File: config.mk
export PLATFORM = sky130hd
export DESIGN_NAME = morse_letter_tx
export DESIGN_NICKNAME = d
export VERILOG_FILES = /design/src/rtl/morse_letter_tx.sv
export SDC_FILE = /design/constraint.sdc
export NUM_CORES = 1
export LEC_CHECK = 0
export CAP_MARGIN = 30
export CORE_ASPECT_RATIO = 1.1
export CORE_MARGIN = 1.5
export CORE_UTILIZATION = 66
export CTS_CLUSTER_SIZE = 16
export DETAILED_ROUTE_END_ITERATION = 16
export GPL_ROUTABILITY_DRIVEN = 0
export PLACE_DENSITY = 0.85
export SETUP_SLACK_MARGIN = 0.5
export SLEW_MARGIN = 20
export SYNTH_ARGS = -nofsm -noshare
export SYNTH_HDL_FRONTEND = slang
export SYNTH_SLANG_ARGS = --single-unit
File: constraint.sdc
create_clock -name ClockIn -period 6.83 [get_ports ClockIn]
set_clock_uncertainty 0.15 [all_clocks]
set_input_delay 1.7075 -clock ClockIn [delete_from_list [all_inputs] [get_ports ClockIn]]
set_output_delay 1.7075 -clock ClockIn [all_outputs]
set_load 0.05 [all_outputs]
File: src/rtl/morse_letter_tx.sv
// rtl/morse_letter_tx.sv - Morse letter sender (A-Z) with unit timer, Busy/Done handshake and repeat loop
module morse_letter_tx #(
    parameter int CLOCK_FREQUENCY = 500,
    parameter int TICKS_PER_UNIT  = CLOCK_FREQUENCY / 2,
    parameter int PATTERN_WIDTH   = 13,
    parameter int GAP_UNITS       = 3
) (
    input  logic       ClockIn,
    input  logic       Reset,
    input  logic       Start,
    input  logic [4:0] Letter,
    input  logic       Repeat,
    output logic       DotDashOut,
    output logic       NewBitOut,
    output logic       Busy,
    output logic       Done,
    output logic       Err
);

    localparam int TW = $clog2(TICKS_PER_UNIT) + 1;
    localparam int GW = $clog2(GAP_UNITS + 1) + 1;
    localparam logic [TW-1:0] UNIT_LOAD = TW'(TICKS_PER_UNIT - 1);
    localparam logic [GW-1:0] GAP_LOAD  = GW'(GAP_UNITS);

    typedef enum logic [1:0] {IDLE, SEND, GAP} state_t;

    state_t                   state, state_n;
    logic [PATTERN_WIDTH-1:0] shreg, shreg_n, pat_q, pat_n;
    logic [3:0]               len_q, len_n, len_rem, len_rem_n;
    logic [TW-1:0]            timer, timer_n;
    logic [GW-1:0]            gap_rem, gap_n;
    logic                     dd_n, nb_n, busy_n, done_n, err_n;

    logic [12:0]              lut_raw;
    logic [3:0]               lut_len;
    logic [PATTERN_WIDTH-1:0] lut_pattern;
    logic                     lut_valid;
    logic                     unit_end;

    // Right-justified dot/dash code; dot=1, dash=111, separated by single 0s
    always_comb begin
        {lut_len, lut_raw} = {4'd0, 13'b0};
        case (Letter)
            5'd0:  {lut_len, lut_raw} = {4'd5,  13'b10111};
            5'd1:  {lut_len, lut_raw} = {4'd9,  13'b111010101};
            5'd2:  {lut_len, lut_raw} = {4'd11, 13'b11101011101};
            5'd3:  {lut_len, lut_raw} = {4'd7,  13'b1110101};
            5'd4:  {lut_len, lut_raw} = {4'd1,  13'b1};
            5'd5:  {lut_len, lut_raw} = {4'd9,  13'b101011101};
            5'd6:  {lut_len, lut_raw} = {4'd9,  13'b111011101};
            5'd7:  {lut_len, lut_raw} = {4'd7,  13'b1010101};
            5'd8:  {lut_len, lut_raw} = {4'd3,  13'b101};
            5'd9:  {lut_len, lut_raw} = {4'd13, 13'b1011101110111};
            5'd10: {lut_len, lut_raw} = {4'd9,  13'b111010111};
            5'd11: {lut_len, lut_raw} = {4'd9,  13'b101110101};
            5'd12: {lut_len, lut_raw} = {4'd7,  13'b1110111};
            5'd13: {lut_len, lut_raw} = {4'd5,  13'b11101};
            5'd14: {lut_len, lut_raw} = {4'd11, 13'b11101110111};
            5'd15: {lut_len, lut_raw} = {4'd11, 13'b10111011101};
            5'd16: {lut_len, lut_raw} = {4'd13, 13'b1110111010111};
            5'd17: {lut_len, lut_raw} = {4'd7,  13'b1011101};
            5'd18: {lut_len, lut_raw} = {4'd5,  13'b10101};
            5'd19: {lut_len, lut_raw} = {4'd3,  13'b111};
            5'd20: {lut_len, lut_raw} = {4'd7,  13'b1010111};
            5'd21: {lut_len, lut_raw} = {4'd9,  13'b101010111};
            5'd22: {lut_len, lut_raw} = {4'd9,  13'b101110111};
            5'd23: {lut_len, lut_raw} = {4'd11, 13'b11101010111};
            5'd24: {lut_len, lut_raw} = {4'd13, 13'b1110101110111};
            5'd25: {lut_len, lut_raw} = {4'd11, 13'b11101110101};
            default: {lut_len, lut_raw} = {4'd0, 13'b0};
        endcase
        lut_valid   = (Letter < 5'd26);
        lut_pattern = PATTERN_WIDTH'(lut_raw) << (PATTERN_WIDTH - int'(lut_len));
    end

    assign unit_end = (timer == '0);

    always_comb begin
        state_n   = state;
        shreg_n   = shreg;
        pat_n     = pat_q;
        len_n     = len_q;
        len_rem_n = len_rem;
        timer_n   = timer;
        gap_n     = gap_rem;
        nb_n      = 1'b0;
        done_n    = 1'b0;
        err_n     = 1'b0;
        case (state)
            IDLE: begin
                if (Start) begin
                    if (lut_valid) begin
                        pat_n     = lut_pattern;
                        len_n     = lut_len;
                        shreg_n   = lut_pattern;
                        len_rem_n = lut_len;
                        timer_n   = UNIT_LOAD;
                        nb_n      = 1'b1;
                        state_n   = SEND;
                    end else begin
                        err_n = 1'b1;
                    end
                end
            end
            SEND: begin
                if (!unit_end) begin
                    timer_n = timer - TW'(1);
                end else if (len_rem > 4'd1) begin
                    shreg_n   = shreg << 1;
                    len_rem_n = len_rem - 4'd1;
                    timer_n   = UNIT_LOAD;
                    nb_n      = 1'b1;
                end else if (Repeat) begin
                    timer_n = UNIT_LOAD;
                    nb_n    = 1'b1;
                    if (GAP_UNITS == 0) begin
                        shreg_n   = pat_q;
                        len_rem_n = len_q;
                    end else begin
                        gap_n   = GAP_LOAD;
                        state_n = GAP;
                    end
                end else begin
                    shreg_n   = '0;
                    len_rem_n = '0;
                    timer_n   = '0;
                    done_n    = 1'b1;
                    state_n   = IDLE;
                end
            end
            GAP: begin
                if (!unit_end) begin
                    timer_n = timer - TW'(1);
                end else begin
                    timer_n = UNIT_LOAD;
                    nb_n    = 1'b1;
                    if (gap_rem <= GW'(1)) begin
                        shreg_n   = pat_q;
                        len_rem_n = len_q;
                        gap_n     = '0;
                        state_n   = SEND;
                    end else begin
                        gap_n = gap_rem - GW'(1);
                    end
                end
            end
            default: state_n = IDLE;
        endcase
        // Waveform is the pattern MSB only while sending; gaps and idle are dark
        dd_n   = (state_n == SEND) && shreg_n[PATTERN_WIDTH-1];
        busy_n = (state_n != IDLE);
    end

    always_ff @(posedge ClockIn) begin
        if (Reset) begin
            state      <= IDLE;
            shreg      <= '0;
            pat_q      <= '0;
            len_q      <= '0;
            len_rem    <= '0;
            timer      <= '0;
            gap_rem    <= '0;
            DotDashOut <= 1'b0;
            NewBitOut  <= 1'b0;
            Busy       <= 1'b0;
            Done       <= 1'b0;
            Err        <= 1'b0;
        end else begin
            state      <= state_n;
            shreg      <= shreg_n;
            pat_q      <= pat_n;
            len_q      <= len_n;
            len_rem    <= len_rem_n;
            timer      <= timer_n;
            gap_rem    <= gap_n;
            DotDashOut <= dd_n;
            NewBitOut  <= nb_n;
            Busy       <= busy_n;
            Done       <= done_n;
            Err        <= err_n;
        end
    end

endmodule

==> results.toml <==
[status]
status = "finished, final reports clean"

[floorplan]
dieArea_um2 = 6070
core_um2 = 5400
ios = 14
chipWidth_um = 74.4
start_util_pct = 68.7
rows = 28
die_h_um = 81.6

[critical_path]
start_kind = "primary input"
cp_max_fo = 17
worstPathRequired_ps = 6860
cp-end-kind = "flip-flop"
arrival_ps = 5810
critPathKind = "primary input to flip-flop"

[power_and_ir_drop]
finalPower_uw = 941
p_switching_uw = 355
sequentialPowerShare_pct = 39.9
power.density_nw_per_um2 = 239
internal_power_uw = 585
ir_drop_uv = 162
p_comb_share_pct = 36.6
clkPwrFrac_pct = 23.6
p_sw_share_pct = 37.8
p_leak_nw = 1.42

[global_route]
grt_pass1_vias = 3224
antenna_found_initial = 0
gr-total-overflow = 0
grt_start_max_net_pins = 49
grt_pass1_wl_um = 15100
globalRouteMet1Util_pct = 39.5
top_usage_layer = "met2"
met2_usage_pct = 54.3
grtUsageTotal_pct = 31.4
grtUsageMet3_pct = 5.28

[clock_network]
clk_latency_ps = 310
cts.sinks = 53
postCtsSetupRepairBufs = 0
root_buffer = "clkbuf_8"
holdBufCountCts = 0
cts_tree = "done"
clk_path_buf_depth = 2
numCtsBuffers = 5
clkSlewWorstSetupHoldPaths_ps = 100
post_cts_resized = 0
htree_levels = 2

[yosys]
synth.top_cells.by_area = "dfxtp_1 29%, a21oi_1 7.2%, ha_1 6.1%"
ys.flop_type = "dfxtp_1"
syn_avg_cell_area_um2 = 7.87
synth-edff-count = 0
syn_inst = 471
synth_area_leader_cell = "dfxtp_1"
synth_seq_cells = 53
async_flop_share_pct = 0
seq_area_frac_synth_pct = 28.6
yosysUniqueCellTypes = 76
synth.cell_area_um2 = 3710
synth_top_cell_area_share_pct = 28.6
syn-num-nets = 498
yosysWarnings = 0

[timing]
clock.fmax_mhz = 173
finalCritPeriodShare_pct = 84.7
worst_slack_ps = 1050
rsz0062_at_grt = "false"
setup_viol = 0
fin_hold_ws_ps = 308
worst_pin_slew_ps = 1010
fin_crit_ps = 5780
finalHoldViolCount = 0
slew_viol_final = 0
setup_tns_ps = 0
relSlewSlack_pct = 32.6

[place]
dpl_cell_area_um2 = 3820
post-dp-hpwl_um = 6450
io_buffers = 13
placed_cells = 532
pre_cts_slack_ps = 880

[layout]
drive_gt1_share_pct = 8.15
seq_area_um2 = 1060
mostFrequentLayoutCells = "53 x dfxtp_1, 53 x a21oi_1, 48 x nand2_1"
fillCellCount = 471
final_area_um2 = 3940
nNetsFinal = 492
fin_cells = 541
antenna_cells = 0
syn_to_final_growth_pct = 6.38
multi_input_area_um2 = 2410
final_util_pct = 73.1

[detailed_routing]
drtAntennaViolNets = 0
vias_per_cell = 6.69
drt_first_pass_iters = 5
wl_um = 9120
drc = 0
wl_per_cell_um = 16.9
vias = 3618
drt_iter0_drc = 239

[min_path]
hp-class = "flip-flop to flip-flop"

[flow_run]
drv_cap = 0
synthesized netlist by cell type, types with 7 or more instances:
| cell | number |
|---|---|
| clkbuf_1 | 18 |
| nor2_1 | 35 |
| a21oi_1 | 53 |
| nor3_1 | 18 |
| mux2i_1 | 7 |
| nand2b_1 | 7 |
| o21ai_0 | 22 |
| nand2_1 | 48 |
| o211ai_1 | 11 |
| a211oi_1 | 16 |
| a221oi_1 | 13 |
| dfxtp_1 | 53 |
| buf_2 | 10 |
| inv_1 | 20 |
| ha_1 | 18 |
| nand3_1 | 22 |
area by class of cell:
type | count | share of cell area (%)
multi-input cells | 364 | 61.1
flip-flops and latches | 53 | 26.9
repair buffers | 20 | 4.73
well taps | 75 | 2.38
inverters | 21 | 2.00
clock buffers | 5 | 1.75
clock inverters | 3 | 1.11
critical path, stage by stage:
cell and delay, ps:
clkdlybuf4s50_1 700, inv_1 220, ha_1 310, mux2i_1 250
o221ai_1 160, o21ai_1 470, inv_2 300, ha_1 650
inv_1 230, a21oi_1 180, o2111ai_1 170, a32oi_1 340
a221oi_1 120
state kept, by name (all words and copies together) (netlist names), 2 cells and up:
name / count
pat_q: 13
shreg: 13
timer: 9
len_q: 4
len_rem: 4
gap_rem: 3
state: 2
power groups by stage:
stage	Sequential, mW	Clock (mW)	Combinational (mW)
floorplan	0.382	0	0.265
global placement	0.379	0	0.326
detailed placement	0.381	0	0.333
CTS	0.374	0.221	0.335
global route	0.379	0.235	0.378
finish	0.375	0.222	0.344
layer usage:
layer | vias up | wire length (µm)
met3 | 23 | 579
met1 | 1688 | 3730
met2 | 171 | 4610
met5 | - | 0
met4 | 0 | 203
li1 | 1736 | -
cells by family (layout without fill, tap and decap cells):
logic type	after synthesis	count (layout)	share of synthesized area (%)
compound gates	157	157	29.3
fa+ha+maj	18	18	6.08
simple gates	170	170	23.6
xor+xnor	7	7	1.86
mux	12	12	4.12
buf+inv	54	49	6.35
flops	53	53	28.6
path summary, 6_finish.rpt:
kind / cells after the start / endpoint / slack [ps] / start
setup / recovery: 13 / shreg[12] / 1050 / Letter[1]
hold / removal: 2 / pat_q[6] / 310 / pat_q[6]
setup reg to reg: 8 / shreg[12] / 3620 / timer[0]
hold reg to reg: 2 / pat_q[6] / 310 / pat_q[6]
(Power assumes the default switching activity.)
